==> config.mk <==
export PLATFORM = sky130hd
export DESIGN_NAME = icache_fill_ctrl
export DESIGN_NICKNAME = d
export VERILOG_FILES = /design/src/rtl/icache_fill_ctrl.sv
export SDC_FILE = /design/constraint.sdc
export NUM_CORES = 1
export LEC_CHECK = 0
export ABC_AREA = 1
export CELL_PAD_IN_SITES_DETAIL_PLACEMENT = 0
export CELL_PAD_IN_SITES_GLOBAL_PLACEMENT = 1
export CORE_MARGIN = 5
export CORE_UTILIZATION = 26
export CTS_CLUSTER_DIAMETER = 120
export DETAILED_ROUTE_END_ITERATION = 7
export PLACE_DENSITY_LB_ADDON = 0.2
export SLEW_MARGIN = 10
export SYNTH_ARGS = -nofsm -noshare
export SYNTH_HDL_FRONTEND = slang
export SYNTH_SLANG_ARGS = --single-unit
==> constraint.sdc <==
create_clock -name CLK -period 2 [get_ports CLK]
set_input_delay 0.2 -clock CLK [delete_from_list [all_inputs] [get_ports CLK]]
set_output_delay 0.2 -clock CLK [all_outputs]
set_load 0.005 [all_outputs]
==> src/rtl/icache_fill_ctrl.sv <==
// icache_fill_ctrl: miss detection and line refill over a req/gnt/rvalid bus for a single-line icache
module icache_fill_ctrl #(
   parameter int ADDR_W     = 64,
   parameter int LINE_BYTES = 16,
   parameter int BUS_W      = 32,
   parameter int OFF_W      = $clog2(LINE_BYTES),
   parameter int BEATS      = LINE_BYTES * 8 / BUS_W,
   parameter int IDX_W      = $clog2(BEATS)
) (
   input  logic              CLK,
   input  logic              reset,
   input  logic [ADDR_W-1:0] fe_pc,
   input  logic              fe_valid,
   input  logic              flush,
   output logic              icache_r,
   output logic              mem_req,
   output logic [ADDR_W-1:0] mem_addr,
   input  logic              mem_gnt,
   input  logic              mem_rvalid,
   input  logic [BUS_W-1:0]  mem_rdata,
   input  logic              mem_err,
   output logic              fill_we,
   output logic [IDX_W-1:0]  fill_idx,
   output logic [BUS_W-1:0]  fill_data,
   output logic              line_valid,
   output logic [ADDR_W-OFF_W-1:0] line_tag,
   output logic              fill_err
);
   typedef enum logic [1:0] {IDLE, REQ, FILL, DONE} state_t;
   state_t state, state_n;
   logic [IDX_W-1:0] cnt;
   logic flush_pend;
   logic miss;
   logic unused_pc_off;
   assign unused_pc_off = ^fe_pc[OFF_W-1:0];
   always_ff @(posedge CLK or negedge reset)
      if (!reset) state <= IDLE;
      else        state <= state_n;
   always_comb begin
      state_n = state;
      case (state)
         IDLE:    state_n = miss ? REQ : IDLE;
         REQ:     state_n = mem_gnt ? FILL : REQ;
         FILL:    state_n = mem_err ? IDLE : (mem_rvalid && cnt == IDX_W'(BEATS - 1)) ? DONE : FILL;
         default: state_n = IDLE;
      endcase
   end
   always_comb begin
      icache_r  = line_valid && fe_pc[ADDR_W-1:OFF_W] == line_tag;
      miss      = state == IDLE && fe_valid && !icache_r;
      fill_we   = state == FILL && mem_rvalid && !mem_err;
      fill_idx  = cnt;
      fill_data = mem_rdata;
   end
   // A flush seen mid-refill is remembered so the finished line is left invalid.
   always_ff @(posedge CLK or negedge reset)
      if (!reset) begin
         line_valid <= 1'b0;
         line_tag   <= '0;
         mem_req    <= 1'b0;
         mem_addr   <= '0;
         cnt        <= '0;
         fill_err   <= 1'b0;
         flush_pend <= 1'b0;
      end else begin
         mem_req    <= state_n == REQ;
         fill_err   <= state == FILL && mem_err;
         cnt        <= state == REQ ? '0 : fill_we ? cnt + 1'b1 : cnt;
         flush_pend <= (state == REQ || (state == FILL && !mem_err)) ? (flush_pend || flush) : 1'b0;
         line_valid <= state == DONE ? !(flush_pend || flush) :
                       (state == IDLE && (flush || miss)) ? 1'b0 : line_valid;
         if (miss) begin
            line_tag <= fe_pc[ADDR_W-1:OFF_W];
            mem_addr <= {fe_pc[ADDR_W-1:OFF_W], {OFF_W{1'b0}}};
         end
      end
endmodule

==> impl_metrics.json <==
{
  "drc": 0,
  "dr.pass1.iters": 4,
  "fin_ws_ns": 0.09172,
  "critPathLaunchType": "register",
  "synth_seq_cells": 68,
  "cap_viol_max_count": 0,
  "vias_per_cell": 4.162,
  "max_stage_delay_ns": 0.37,
  "wl_per_cell_um": 14.48,
  "yosysUniqueCellTypes": 24,
  "drv_slew": 0,
  "die_h_um": 144.7,
  "via_count": 4761,
  "worst_hold_slack_ns": 0.1569,
  "place_area_um2": 6728,
  "gr-total-overflow": 0,
  "crit_path_cell_trace": "inv_1 > nand2_2 > o21ai_1 > nor2_1 > nand2_1 > nor2_1 > nand2_1 > nor2_2 > nand2_2 > inv_2 > buf_6",
  "ff_latch_area_um2": 1703,
  "power.switching_mw": 3.753,
  "fillers": 1846,
  "ctsHtreeMaxLevel": 3,
  "switching_share_pct": 34.96,
  "design.core.area_um2": 17900,
  "cts_sinks": 68,
  "final_nets": 1016,
  "tightestPinTransition_ns": 0.5459,
  "yosysWarnings": 0,
  "clk_path_buf_depth": 2,
  "netlist_instances": 726,
  "p_leak_nw": 3.953,
  "drive_gt1_share_pct": 13.99,
  "cp.arrival_ns": 1.71,
  "required_ns": 1.80,
  "finalCritPeriodShare_pct": 95.41,
  "clk-insertion-delay-late_ns": 0.34,
  "status": "finished clean",
  "min_from": "fe_pc[43]",
  "port_buffers": 193,
  "area_delta_synth_final_pct": 56.10,
  "clock_skew_ns": 0.003656,
  "timing.rr.start": "line_tag[2]",
  "antenna_left": 0,
  "num_antenna_cells": 0,
  "dr.first_iter.drc_count": 268,
  "cts_tree": "yes",
  "hp-class": "in -> reg",
  "ys_seq_area_share_pct": 36.06,
  "pre_cts_slack_ns": -0.4632,
  "maxSlewHeadroom_pct": 63.61,
  "die_w_um": 144.7,
  "cts.clk_slew.worst_paths_ns": 0.06,
  "pwr-share-comb_pct": 60.8,
  "die-area_um2": 20950,
  "grt_max_degree": 36,
  "grt_first_pass_wirelength_um": 24470,
  "peakVddDrop_mv": 0.5727,
  "crit_path_top_delay_cell": "dfrtp_1",
  "intPower_mw": 6.982,
  "setup_violations": 0,
  "timing.setup.tns_ns": 0,
  "gp_congestion": 0.7619,
  "grt.total_usage_pct": 15.24,
  "p_per_area_nw_per_um2": 1457,
  "max_freq_mhz": 524.0,
  "stdcell_area_um2": 7367,
  "crit_fanout": 3,
  "ios": 266,
  "num_rows": 49,
  "period_needed_ns": 1.908,
  "crit_type": "reg -> out",
  "synth_area_um2": 4720,
  "cts-buffers-inserted": 9,
  "first_global_vias": 4637,
  "multi_input_area_um2": 1841,
  "pwr-share-clk_pct": 15.7,
  "final-hold-violation-count": 0,
  "wirelength_um": 16560,
  "syn_area_per_cell_um2": 6.501,
  "startpoint": "line_tag[2]",
  "dp_hpwl_um": 12170,
  "antenna_found_initial": 0,
  "rsz0062_at_grt": "true",
  "end_kind": "primary output",
  "initial_core_util_pct": 26.36,
  "clockRootBuffer": "clkbuf_16",
  "power_frac_seq_pct": 23.5
}
## sequential cells by signal (all words and copies together), names as in the netlist
name,count
fill_err,1
fill_idx,2
flush_pend,1
line_tag,60
line_valid,1
mem_req,1
state,2
## cell type report
cell class / count / area share (%)
multi-input cells: 437 / 24.98
repair buffers: 285 / 38.15
clock buffers: 13 / 3.804
inverters: 111 / 5.656
flip-flops and latches: 68 / 23.11
well taps: 229 / 3.889
clock inverters: 1 / 0.4076
## final timing paths
check	slack [ns]	depth (start not counted)	end
worst max-delay path	0.09	11	icache_r
worst min-delay path	0.16	3	line_tag[39]
worst max register to register	0.10	14	line_tag[50]
worst min register to register	0.52	2	line_tag[34]
max in group asynchronous	1.00	3	line_tag[17]
min in group asynchronous	0.39	2	line_tag[10]
## through the flow
stage          utilization (%)  power (mW)  cells
4_1_cts                  39.94       10.61   1135
3_5_place_dp             37.58       8.694   1113
5_1_grt                  41.15       11.63   1144
3_3_place_gp             37.58       8.612   1113
6_report                 41.15       10.73   1144
2_1_floorplan                -       5.383    729
## metal layers
| metal | wire (um) | global-route usage (%) | part of all wire (%) | up-vias |
|---|---|---|---|---|
| li1 | - | - | - | 2433 |
| met3 | 912 | 3.681 | 5.5 | 23 |
| met4 | 221 | 3.927 | 1.3 | 0 |
| met1 | 7672 | 20.52 | 46 | 2140 |
| met5 | 0 | 0 | 0 | - |
| met2 | 7757 | 24.65 | 47 | 165 |
## cell usage in the layout, fill, tap and decap left out, drive strengths merged
cell type,n
xor2,1
nand3,62
nor2,65
a21oi,1
buf,88
clkdlybuf4s50,187
clkbuf,18
dfrtp,68
nand4,1
conb,4
ha,1
nor3b,1
inv,107
xnor2,1
o21ai,8
bufinv,1
dlymetal6s2s,4
clkinv,4
dlygate4sd3,1
nand2,288
a22oi,2
a31oi,1
o211ai,1
## power by group through the flow
stage          registers, mW  logic (mW)  clock network (mW)
6_report                2.52        6.53                1.68
4_1_cts                 2.53        6.34                1.74
5_1_grt                 2.62        7.21                1.80
2_1_floorplan           2.75        2.63                   0
3_3_place_gp            2.54        6.07                   0
3_5_place_dp            2.57        6.13                   0
## critical path: cells and delay by family, from the launching register on
family                 cells  cell delay [ns]
and+or+nand+nor            7             0.73
DFF                        1             0.37
buffers and inverters      3             0.22
AOI/OAI and AO/OA          1             0.07
## cell families after synthesis
logic type               Yosys count  synth area share, %
AND/OR/NAND/NOR                  416                35.18
buffers and inverters            225                26.48
flip-flops                        68                36.06
AO/OA/AOI/OAI                     13                1.564
XOR/XNOR                           2               0.3712
adder cells (fa/ha/maj)            1               0.2651
other                              1              0.07946
## repair_timing
| action | CTS | global route |
|---|---|---|
| endpoints found under the setup margin | 60 | 65 |
| gates cloned | 1 | 7 |
| endpoints found under the hold margin | 34 | 0 |
| hold buffers | 1 | 0 |
| gates resized for setup | 16 | 21 |
| pin swaps | 6 | 19 |
| buffers inserted | 6 | 3 |
## synth_stat cells (all sizes together)
| library cell | instances | area, um^2 |
|---|---|---|
| buf | 107 | 807.0 |
| a21oi | 1 | 5.000 |
| clkinv | 4 | 15.01 |
| nor3b | 1 | 12.51 |
| conb | 1 | 3.750 |
| o211ai | 1 | 7.510 |
| xor2 | 1 | 8.760 |
| clkbuf | 7 | 26.28 |
| a31oi | 1 | 6.260 |
| nor2 | 65 | 244.0 |
| nand3 | 62 | 310.3 |
| inv | 107 | 401.6 |
| ha | 1 | 12.51 |
| o21ai | 8 | 40.03 |
| nand4 | 1 | 6.260 |
| nand2 | 287 | 1087 |
| xnor2 | 1 | 8.760 |
| dfrtp | 68 | 1702 |
| a22oi | 2 | 15.01 |
Note: power is estimated with default switching activity, not from simulation.
